--- src/rtl/regfile_pkg.sv ---
// Shared widths and types for the general-purpose register file.
// X31 is the hardwired zero register.
package regfile_pkg;

  localparam int DATA_W   = 32;
  localparam int ADDR_W   = 5;
  localparam int NUM_REGS = 32;

  localparam logic [4:0] ZERO_REG = 5'd31;

  typedef logic [ADDR_W-1:0] reg_addr_t;
  typedef logic [DATA_W-1:0] word_t;

endpackage

--- src/rtl/reg_row.sv ---
// One storage row: flops with async active-high clear and load enable.
// Clear has priority over load.
module reg_row
  import regfile_pkg::*;
#(
  parameter int W = DATA_W
) (
  input  logic         clk,
  input  logic         rst,
  input  logic         en,
  input  logic [W-1:0] d,
  output logic [W-1:0] q
);

  always_ff @(posedge clk or posedge rst) begin
    if (rst) begin
      q <= '0;
    end else if (en) begin
      q <= d;
    end
  end

endmodule

--- src/rtl/reg_file.sv ---
// 32x32 register file, two combinational reads, one clocked write.
// Define REGFILE_BYPASS_EN to forward the write port onto the reads.
module reg_file
  import regfile_pkg::*;
#(
  parameter int DATA_W   = regfile_pkg::DATA_W,
  parameter int ADDR_W   = regfile_pkg::ADDR_W,
  parameter int NUM_REGS = regfile_pkg::NUM_REGS
) (
  input  logic              clk,
  input  logic              rst,
  input  logic [ADDR_W-1:0] rd_addr1,
  input  logic [ADDR_W-1:0] rd_addr2,
  output logic [DATA_W-1:0] rd_data1,
  output logic [DATA_W-1:0] rd_data2,
  input  logic              wr_en,
  input  logic [ADDR_W-1:0] wr_addr,
  input  logic [DATA_W-1:0] wr_data
);

  localparam logic [ADDR_W-1:0] ZR = ADDR_W'(ZERO_REG);

  logic [DATA_W-1:0] rows [NUM_REGS];

  // The top row has no flops: it is the constant-zero register.
  assign rows[NUM_REGS-1] = '0;

  for (genvar i = 0; i < NUM_REGS - 1; i++) begin : g_row
    logic ld;

    assign ld = wr_en && (wr_addr == ADDR_W'(i));

    reg_row #(
      .W (DATA_W)
    ) u_row (
      .clk (clk),
      .rst (rst),
      .en  (ld),
      .d   (wr_data),
      .q   (rows[i])
    );
  end

`ifdef REGFILE_BYPASS_EN
  logic fwd_ok;
  logic fwd1;
  logic fwd2;

  assign fwd_ok = !rst && wr_en && (wr_addr != ZR);
  assign fwd1   = fwd_ok && (wr_addr == rd_addr1);
  assign fwd2   = fwd_ok && (wr_addr == rd_addr2);

  assign rd_data1 = fwd1 ? wr_data : rows[rd_addr1];
  assign rd_data2 = fwd2 ? wr_data : rows[rd_addr2];
`else
  assign rd_data1 = rows[rd_addr1];
  assign rd_data2 = rows[rd_addr2];
`endif

endmodule

--- config.mk ---
export PLATFORM = sky130hd
export DESIGN_NAME = reg_file
export DESIGN_NICKNAME = d
export VERILOG_FILES = /design/src/rtl/regfile_pkg.sv /design/src/rtl/reg_row.sv /design/src/rtl/reg_file.sv
export SDC_FILE = /design/constraint.sdc
export NUM_CORES = 2
export LEC_CHECK = 0
export CORE_AREA = 3 3 367 369
export CTS_CLUSTER_DIAMETER = 60
export CTS_CLUSTER_SIZE = 8
export DETAILED_ROUTE_END_ITERATION = 10
export DIE_AREA = 0 0 370 372
export PLACE_DENSITY = 0.56
export SLEW_MARGIN = 20
export SYNTH_ARGS = -nofsm -noshare
export SYNTH_HDL_FRONTEND = slang
export SYNTH_SLANG_ARGS = --single-unit
--- constraint.sdc ---
create_clock -name clk -period 74.6 [get_ports clk]
set_input_delay 22.38 -clock clk [delete_from_list [all_inputs] [get_ports clk]]
set_output_delay 22.38 -clock clk [all_outputs]
set_load 0.1 [all_outputs]
# Yosys cells after proc, flatten, opt, wreduce, memory -nomap -nowiden
# Cells that the tools add are included.
# word_totals
ff_bits,992
in_bits,50
output_inout_bits,64
wordCells,103
# op_classes
order_cmp,2
n_eq_ne,30
n_mux,6
bitwise_logic,2
reduce_logical,32
# ops
operator,n
binary-select mux 32 bit (select 5 bit),2
2-to-1 mux 32 bit,4
equality test 5 bit (second input constant),15
equality test 5 x 4 -> 1 bit (second input constant),8
logical AND 1 bit,31
equality test 5 x 3 -> 1 bit (second input constant),4
greater-or-equal comparator 6 bit (second input constant),2
inverter 5 -> 6 bit,2
equality test 5 x 2 -> 1 bit (second input constant),2
equality test 5 x 1 -> 1 bit (second input constant),1
zero test 5 bit,1

# Logic depth before layout (Yosys ltp)
# depth
word_depth,4
depth_mapped,8
ltp_nobuf,4

# Modules after synthesis
# Synthesis repeated with hierarchy kept, for this count alone.
# hier_totals
cells_unflattened,3757
area_unflattened_um2,58487.3
# modules_own_cells
module,instances,cells_each,area_per_inst_um2,seq_area_each_um2
reg_row,31,69,1348.8,800.8
reg_file,1,1618,16674.7,0.0

# Worst setup path after synthesis
# Ideal clock, no wire load.
# synth_path
path_type,input -> output
start,in rd_addr1[0]
end,out rd_data1[10]
arrival_ns,25.683
t_required_ns,52.220
path_slack_ns,26.537
stages,7
n_path_buf,4
cell_sequence,buf_2 > buf_4 > buf_2 > buf_2 > mux4_2 > a22oi_1 > a211oi_1
# synth_via
elab_chain_cells,4
# synth_rtl
item,line_no,text
start: declaration,reg_file.sv:12,"input logic [ADDR_W-1:0] rd_addr1,"
inverter 5 -> 6 bit (not written as such),reg_file.sv:56,assign rd_data1 = rows[rd_addr1];
binary-select mux 32 bit (select 5 bit),reg_file.sv:56,
2-to-1 mux 32 bit (not written as such) (2 in series),reg_file.sv:56,
end: declaration,reg_file.sv:14,"output logic [DATA_W-1:0] rd_data1,"
# No other way between the ends. The select of a mux whose other input is x is not followed.

# Final worst setup path
# layout_path
start,in rd_addr1[0]
end,out rd_data1[9]
# The elaborated chain is that of the path after synthesis.

==> flow_summary.ini <==
[run_status]
status = completed

[sta]
timing.final.crit_share_pct = 67.3
min_period_ns = 50.24
hold_viol = 0
slew_viol_final = 0
tns_ns = 0
worstMarginPinSlew_ns = 1.15
skew_ns = 0
fmax_mhz = 19.9
setup_viol = 0
max-slew-margin-rel_pct = 23.0
setup_slack_ns = 24.36
rsz0062_at_grt = false

[global_routing]
grt_pass1_wl_um = 260000
grt_pass1_vias = 35600
overflow = 0
antenna_found_initial = 5
grt_use_total_pct = 26.0
grt_max_degree = 121

[worst_hold_path]
hp-class = flip-flop to flip-flop
hold_end = g_row[14].u_row.q[29]$_DFFE_PP0P_
holdCritStartpoint = g_row[14].u_row.q[29]$_DFFE_PP0P_
hold_path_depth = 1

[worst_setup_path]
required_ns = 52.22
path_class = input port to output pin
startpoint = rd_addr1[0]
cp-start-kind = input port
ff2ff_setup_slack_ns = 73.79
r2r_end = g_row[19].u_row.q[16]$_DFFE_PP0P_
r2r-start = g_row[19].u_row.q[16]$_DFFE_PP0P_
crit_arrival_ns = 27.86
worst_r2r_path_depth = 1
critPathMaxFanout = 56
end_kind = output pin

[synth]
postSynthCellCount = 3719
yosys_warnings = 0
synth_cell_types = 38
synth_nets = 3769
yosysMostFrequentCell = dfrtp_1
synthFlopType = dfrtp_1
netlist.top_cell.by_area = dfrtp_1
ys_seq_area_share_pct = 47.4
postSynthAreaPerCell_um2 = 14.1
ys_ff_latch = 992
yosys-top-cells-count = dfrtp_1, mux2_2, mux4_2
synth_top_area_share_pct = 47.4
async_flop_share_pct = 100
synth_edf_count = 0
synthesis.area_um2 = 52400
netlist_top_cells_area = dfrtp_1, mux2_2, mux4_2, mux2i_1, a22oi_1

[finish]
seqCellArea_um2 = 24800
multi_input_area_um2 = 25900
num-fill-cells = 11900
reg_top3 = g_row.u_row.q: 992 flops
regMostFlops = g_row.u_row.q
largest_register_ffs = 992
nets = 3709
fin_cells = 5434
area.growth.synth_to_final_pct = 12.2
drive_gt1_share_pct = 42.9

[route]
drc = 0
wl_per_cell_um = 32.9
vias = 34700
dr.pass1.iters = 5
viasPerCell = 6.39
drt-initial-drc-count = 3346
routed_wl_um = 179000
ant_nets = 0

[floorplan]
die-area_um2 = 138000
core_um2 = 131000
die_w_um = 370
io_pins = 114
core.rowCount = 133
start_util_pct = 39.9
dieHeight_um = 372

[cts]
cts_buffers = 143
cts_buffer_depth = 3
cts-resized-gates = 0
clk_pin_slew_ns = 0.05
insertion_delay_ns = 0.74
cts_root_buffer = clkbuf_16
cts_tree = done
post-cts-setup-buffers = 0
h-tree-depth = 4
cts_sinks = 992
postCtsHoldBufs = 0

[place]
place_ws_ns = 24.39
io_buffers = 113
gp_congestion = 0.783
dp_cells = 5268
hpwl_um = 97100

[power_and_ir_drop]
peakVddDrop_uv = 22.9
p_leak_nw = 25.1
powerDensity_nw_per_um2 = 28.4

[job]
maxCapViolCount = 0
[cell type report]
type / instances / area share (%)
antenna: 2 / 0.00851
clock buffer: 156 / 6.49
clock inverter: 7 / 0.0979
inverter: 63 / 0.415
multi-input combinational: 2259 / 44.0
sequential: 992 / 42.2
tap: 1755 / 3.73
timing repair buffer: 200 / 3.09
[worst max-delay path by stage]
stage | end | slack (ns) | cells after the start
floorplan | g_row[0].u_row.q[0]$_DFFE_PP0P_ | 24.31 | 1
CTS | rd_data1[5] | 24.39 | 9
detailed placement | rd_data1[5] | 24.39 | 9
global route | rd_data1[8] | 24.08 | 9
finish | rd_data1[9] | 24.36 | 9
global placement | rd_data1[9] | 24.43 | 8
[critical path, stage by stage]
cell             delay [ns]
buf_8                  0.40
buf_4                  0.79
buf_4                  0.87
buf_4                  0.93
mux2i_1                0.17
o221ai_1               0.22
o211ai_1               0.16
a211oi_1               0.47
clkdlybuf4s50_1        1.24
[report_power, final]
group          internal [W]  leakage, nW  total, W  switching, W
Combinational      0.000182         10.6  0.000357      0.000175
Sequential         0.000646         12.6  0.000723     0.0000768
Clock              0.000355         1.91  0.000590      0.000235
Total               0.00118         25.1   0.00167      0.000486
[metal layers]
layer | track usage, % | vias to the layer above | wire [um]
met3 | 5.87 | 329 | 13500
li1 | - | 14100 | -
met2 | 39.2 | 1389 | 80100
met5 | 0 | - | 31
met4 | 8.45 | 4 | 5600
met1 | 37.3 | 18900 | 79500
[through the flow]
stage	hold slack, ns	power [W]	area [um2]	utilization, %
after floorplan	0.471	0.000996	52400	-
after global placement	0.492	0.00108	54900	41.8
after detailed placement	0.498	0.00109	54900	41.8
after CTS	0.505	0.00168	58800	44.7
after global routing	0.513	0.00174	58800	44.7
final	0.503	0.00167	58800	44.7
[cells by family (layout without fill, tap and decap cells)]
logic type / Yosys count / in the layout / share of synthesized area (%)
buffers and inverters: 468 / 426 / 3.86
and+or+nand+nor: 245 / 245 / 2.28
AOI/OAI and AO/OA: 475 / 475 / 6.51
muxes: 1539 / 1539 / 40.0
other: 0 / 2 / 0
DFF: 992 / 992 / 47.4
[placed cells by master, fill, tap and decap left out, types with 5 or more instances in the layout]
cell,instances
a211oi_1,32
nand4_1,31
nand3_1,33
nand2_2,9
dfrtp_1,992
o211ai_1,62
inv_1,61
nand2_1,101
clkdlybuf4s50_1,100
o221ai_1,62
a22oi_1,154
mux2_2,911
clkbuf_16,151
nand2b_1,8
nor2b_4,6
nor2_4,15
o21ai_0,60
buf_2,7
buf_4,84
mux2_1,20
inv_6,5
mux4_2,352
a21boi_0,32
o22ai_1,66
mux2i_1,256
Power figures use the tool's default switching activity.
